<file path="src/rtl/pll_reset_sequencer.sv">
// Purpose: sequences PLL reset, waits for lock with timeout/retry, settles, then releases system reset.
// Latency: lock to FSM is 2 synchronizer cycles; all outputs are Moore-decoded from registered state.
// Backpressure: none; relock_req_i is a single-cycle pulse acted on only in RUN and FAULT.
module pll_reset_sequencer #(
    parameter int RST_HOLD_CYCLES = 16,
    parameter int LOCK_TIMEOUT    = 7090,
    parameter int SETTLE_CYCLES   = 256,
    parameter int MAX_RETRIES     = 3
) (
    input  logic       clkin_i,
    input  logic       reset_i,
    input  logic       lock_i,
    input  logic       relock_req_i,
    output logic       pll_reset_o,
    output logic       sys_reset_o,
    output logic       ready_o,
    output logic       fault_o,
    output logic [7:0] retry_cnt_o,
    output logic [7:0] lock_loss_cnt_o
);

    // The shared counter must reach the largest terminal value among the three phases.
    localparam int MAX_HS  = (RST_HOLD_CYCLES > SETTLE_CYCLES) ? RST_HOLD_CYCLES : SETTLE_CYCLES;
    localparam int MAX_CNT = (MAX_HS > LOCK_TIMEOUT) ? MAX_HS : LOCK_TIMEOUT;
    localparam int CNT_W   = $clog2(MAX_CNT + 1);

    localparam logic [CNT_W-1:0] HOLD_LAST    = CNT_W'(RST_HOLD_CYCLES - 1);
    localparam logic [CNT_W-1:0] TIMEOUT_LAST = CNT_W'(LOCK_TIMEOUT - 1);
    localparam logic [CNT_W-1:0] SETTLE_LAST  = CNT_W'(SETTLE_CYCLES - 1);
    localparam logic [7:0]       RETRY_LIMIT  = 8'(MAX_RETRIES);

    typedef enum logic [2:0] {
        ST_HOLD      = 3'd0,
        ST_WAIT_LOCK = 3'd1,
        ST_SETTLE    = 3'd2,
        ST_RUN       = 3'd3,
        ST_FAULT     = 3'd4
    } state_t;

    state_t           state_q, state_d;
    logic [CNT_W-1:0] cnt_q, cnt_d;
    logic [7:0]       retry_cnt_q, retry_cnt_d;
    logic [7:0]       lock_loss_cnt_q, lock_loss_cnt_d;
    logic             lock_meta_q;
    logic             lock_s_q;
    logic [7:0]       retry_inc;

    assign retry_inc = retry_cnt_q + 8'd1;

    // Two-flop synchronizer bringing the asynchronous PLL lock into clkin.
    always_ff @(posedge clkin_i) begin
        if (reset_i) begin
            lock_meta_q <= 1'b0;
            lock_s_q    <= 1'b0;
        end else begin
            lock_meta_q <= lock_i;
            lock_s_q    <= lock_meta_q;
        end
    end

    // State, shared phase counter and statistics registers.
    always_ff @(posedge clkin_i) begin
        if (reset_i) begin
            state_q         <= ST_HOLD;
            cnt_q           <= '0;
            retry_cnt_q     <= 8'd0;
            lock_loss_cnt_q <= 8'd0;
        end else begin
            state_q         <= state_d;
            cnt_q           <= cnt_d;
            retry_cnt_q     <= retry_cnt_d;
            lock_loss_cnt_q <= lock_loss_cnt_d;
        end
    end

    // Next-state logic; every phase change restarts the shared counter at zero.
    always_comb begin
        state_d         = state_q;
        cnt_d           = cnt_q;
        retry_cnt_d     = retry_cnt_q;
        lock_loss_cnt_d = lock_loss_cnt_q;
        case (state_q)
            ST_HOLD: begin
                if (cnt_q == HOLD_LAST) begin
                    state_d = ST_WAIT_LOCK;
                    cnt_d   = '0;
                end else begin
                    cnt_d = cnt_q + CNT_W'(1);
                end
            end
            ST_WAIT_LOCK: begin
                if (lock_s_q) begin
                    state_d = ST_SETTLE;
                    cnt_d   = '0;
                end else if (cnt_q == TIMEOUT_LAST) begin
                    retry_cnt_d = retry_inc;
                    state_d     = (retry_inc == RETRY_LIMIT) ? ST_FAULT : ST_HOLD;
                    cnt_d       = '0;
                end else begin
                    cnt_d = cnt_q + CNT_W'(1);
                end
            end
            ST_SETTLE: begin
                // A dropout while settling is a glitch, not a timeout: retry_cnt is kept.
                if (!lock_s_q) begin
                    state_d = ST_WAIT_LOCK;
                    cnt_d   = '0;
                end else if (cnt_q == SETTLE_LAST) begin
                    state_d     = ST_RUN;
                    cnt_d       = '0;
                    retry_cnt_d = 8'd0;
                end else begin
                    cnt_d = cnt_q + CNT_W'(1);
                end
            end
            ST_RUN: begin
                cnt_d = '0;
                // Lock loss wins over a coincident relock request and is counted.
                if (!lock_s_q) begin
                    state_d = ST_HOLD;
                    if (lock_loss_cnt_q != 8'hFF) begin
                        lock_loss_cnt_d = lock_loss_cnt_q + 8'd1;
                    end
                end else if (relock_req_i) begin
                    state_d = ST_HOLD;
                end
            end
            ST_FAULT: begin
                cnt_d = '0;
                if (relock_req_i) begin
                    state_d     = ST_HOLD;
                    retry_cnt_d = 8'd0;
                end
            end
            default: begin
                state_d = ST_HOLD;
                cnt_d   = '0;
            end
        endcase
    end

    // Moore output decode from the registered state only.
    always_comb begin
        pll_reset_o = (state_q == ST_HOLD) || (state_q == ST_FAULT);
        sys_reset_o = (state_q != ST_RUN);
        ready_o     = (state_q == ST_RUN);
        fault_o     = (state_q == ST_FAULT);
    end

    assign retry_cnt_o     = retry_cnt_q;
    assign lock_loss_cnt_o = lock_loss_cnt_q;

endmodule

</file>
<file path="config.mk">
export PLATFORM = sky130hd
export DESIGN_NAME = pll_reset_sequencer
export DESIGN_NICKNAME = d
export VERILOG_FILES = /design/src/rtl/pll_reset_sequencer.sv
export SDC_FILE = /design/constraint.sdc
export NUM_CORES = 1
export LEC_CHECK = 0
export CAP_MARGIN = 20
export CORE_ASPECT_RATIO = 1.5
export CORE_MARGIN = 2
export CORE_UTILIZATION = 34
export CTS_CLUSTER_DIAMETER = 100
export DETAILED_ROUTE_END_ITERATION = 16
export SYNTH_ARGS = -nofsm -noshare
export SYNTH_HDL_FRONTEND = slang
export SYNTH_SLANG_ARGS = --single-unit
</file>
<file path="constraint.sdc">
create_clock -name clkin_i -period 2.2 [get_ports clkin_i]
set_clock_uncertainty 0.15 [all_clocks]
set_input_delay 0.44 -clock clkin_i [delete_from_list [all_inputs] [get_ports clkin_i]]
set_output_delay 0.44 -clock clkin_i [all_outputs]
set_load 0.01 [all_outputs]
</file>
==> impl_metrics.toml <==
[outcome]
status = "complete, but fails checks"
failed_checks = "negative setup slack"

[critical_path]
path_class = "reg2reg"
worstSetupStartpointType = "register"
endpoint_kind = "register"
cp.arrival_ns = 2.28
rrSetupSlack_ns = -0.04
cp_max_fo = 7
reg2reg_from = "cnt_q[12]"
worstReg2RegEnd = "retry_cnt_o[2]"
required_ns = 2.24
rr_worst_depth = 6

[min_path]
hold_end = "lock_s_q"
hp-start = "lock_meta_q"
min_path_type = "reg2reg"
hold_depth = 1

[clock_tree]
numCtsBuffers = 5
clock_latency_ns = 0.28
clock-sinks = 34
clockBufferDepth = 2
cts_htree_levels = 2
cts_tree = "done"
cts_hold_buf = 0
root_buffer = "clkbuf_8"
clkTransAtPathRegs_ns = 0.07

[route]
viasPerCell = 5.16
drc = 0
ant_nets = 0
first_iter_violations = 70
wire_per_inst_um = 13.5
wl_mm = 4.45
via_count = 1696
drt-pass1-iter-count = 4

[grt]
grt_pass1_wl_mm = 7.33
grt_remaining_overflow = 0
antenna_found_initial = 0
grt_pass1_vias = 1690
grt_max_degree = 14
grt.total_usage_pct = 15.7

[layout]
areaGrowthSynthToFinish_pct = 41.2
layout-drive-gt1-share_pct = 24.9
n_antenna_cell = 0
nFillCells = 526
nNetsFinal = 269
fin_util_pct = 49.1

[timing]
setup_viol = 1
fin_ws_ns = -0.0425
tightest_slew_ns = 0.576
rsz0062_at_grt = "yes"
timing.fmax_mhz = 446
min_period_ns = 2.24
period_share_pct = 102
slew_headroom_pct = 61.4
final_hold_viol_count = 0
fin_setup_tns_ns = -0.0425
drv_slew = 0

[yosys]
synth_common_cells = "34 x dfxtp_1, 32 x nor2_1, 12 x xnor2_1, 11 x nand2_1"
ys_seq_elements = 34
synth_area_um2 = 1770
ys_async_sr_fraction_pct = 0
synth-seq-area-share_pct = 38.5
syn_area_per_cell_um2 = 8.76
synthFlopType = "dfxtp_1"
syn_nets = 211
synth.most_common_cell = "dfxtp_1"
synth_top_area_share_pct = 38.5
syn-instance-count = 202
synth_edf_count = 0
synth.distinct_cells = 42
yosysWarnings = 0
synth.largest_area_cell = "dfxtp_1"
synthTopCellsByArea = "dfxtp_1 38%, nor2_1 6.8%, xnor2_1 5.9%"

[pwr]
power_density_nw_per_um2 = 512
p_int_mw = 0.964
power.share.sequential_pct = 49.8
p_leak_nw = 0.948
p_sw_mw = 0.315
p_clk_share_pct = 37.6
ir_drop_mv = 0.251
combinationalPowerShare_pct = 12.6
swShare_pct = 24.6

[die]
die_h_um = 92.3
core_um2 = 5080
fp-row-count = 32
dieArea_um2 = 5810
die-width_um = 62.9
start_util_pct = 34.8
io_pins = 24

[placement]
place_ws_ns = -0.00108
gp_congestion = 0.818
port_buffers = 23
dpl.hpwl_mm = 3.32

[run]
maxCapViolations = 0
worst max-delay path, stage by stage (launching register included):
cell and delay, ns:
dfxtp_2 0.32, or4_4 0.56, nor4_4 0.23, o32ai_4 0.16
or2_1 0.29, buf_6 0.15, o41ai_2 0.30
registers in the layout (all words and copies together) (netlist names):
name             count
state_q              3
lock_meta_q          1
lock_loss_cnt_o      8
lock_s_q             1
retry_cnt_o          8
cnt_q               13
area by class of cell:
type	count	area, um2	area share (%)
Tap cell	68	85.1	3.41
Timing Repair Buffer	57	504	20.2
Clock buffer	7	86.3	3.46
Clock inverter	1	5.00	0.200
Multi-Input combinational cell	157	1110	44.5
Inverter	5	18.8	0.751
Sequential cell	34	688	27.5
placed cells by master, fill, tap and decap left out, types with 2 or more instances in the layout:
| cell | instances |
|---|---|
| a31oi_1 | 2 |
| clkdlybuf4s50_1 | 22 |
| and3_1 | 4 |
| buf_4 | 32 |
| nor2b_1 | 4 |
| nor4_4 | 2 |
| o21ai_0 | 4 |
| ha_1 | 4 |
| nand4bb_1 | 2 |
| nor3_1 | 3 |
| o21ai_1 | 4 |
| nand2b_1 | 6 |
| inv_1 | 5 |
| nor4_1 | 2 |
| o211ai_1 | 4 |
| nand3b_1 | 2 |
| nand3_1 | 7 |
| nand3_2 | 2 |
| nand4_1 | 6 |
| or2_2 | 2 |
| and2_1 | 3 |
| o41ai_2 | 4 |
| a21oi_1 | 4 |
| dfxtp_2 | 6 |
| or4_1 | 5 |
| xor2_1 | 9 |
| xnor2_1 | 12 |
| nor2_1 | 31 |
| dfxtp_1 | 28 |
| o311ai_0 | 2 |
| nand2_1 | 11 |
| clkbuf_8 | 6 |
worst max path at each step:
stage | startpoint | slack (ns) | end | depth (start not counted)
after floorplan | retry_cnt_o[1] | 0.03 | state_q[2] | 6
after global placement | cnt_q[12] | -0.007 | retry_cnt_o[2] | 6
after detailed placement | cnt_q[12] | -0.001 | retry_cnt_o[2] | 6
after CTS | cnt_q[12] | -0.02 | retry_cnt_o[2] | 6
after global routing | cnt_q[12] | -0.10 | retry_cnt_o[2] | 6
final | cnt_q[12] | -0.04 | retry_cnt_o[2] | 6
layer usage:
layer  GRT usage [%]  wire length, um  vias to the layer above
met4            8.33              154                        0
met3            3.65              125                       12
li1                -                -                      839
met5               0                0                        -
met1            15.0             1720                      808
met2            30.4             2450                       37
power by group through the flow:
stage	registers [mW]	logic (mW)	clock network, mW
after floorplan	0.655	0.0610	0
after global placement	0.650	0.136	0
after detailed placement	0.650	0.138	0
after CTS	0.636	0.140	0.499
after global routing	0.638	0.177	0.522
final	0.637	0.162	0.480
metrics by stage:
step                hold WS, ns  cells  power, mW  instance area (um2)
global placement          0.275    315      0.786                 2280
global route              0.314    329       1.34                 2500
detailed placement        0.282    315      0.788                 2280
CTS                       0.299    324       1.28                 2390
floorplan                 0.264    202      0.716                 1770
finish                    0.298    329       1.28                 2500
what timing repair did:
item | 4_1_cts | 5_1_grt
buffers inserted | 1 | 5
pin swaps | 0 | 3
gates cloned | 0 | 0
endpoints found under the setup margin | 4 | 18
resized for setup | 2 | 19
cell families after synthesis:
group | share of synthesized area (%)
adders and majority gates | 3.54
xor gates and xnor gates | 10.4
and+or+nand+nor | 31.5
AOI/OAI and AO/OA | 13.0
DFF | 38.5
muxes | 0.566
buffers and inverters | 2.48
No activity file was read; power rests on OpenSTA's default activity.
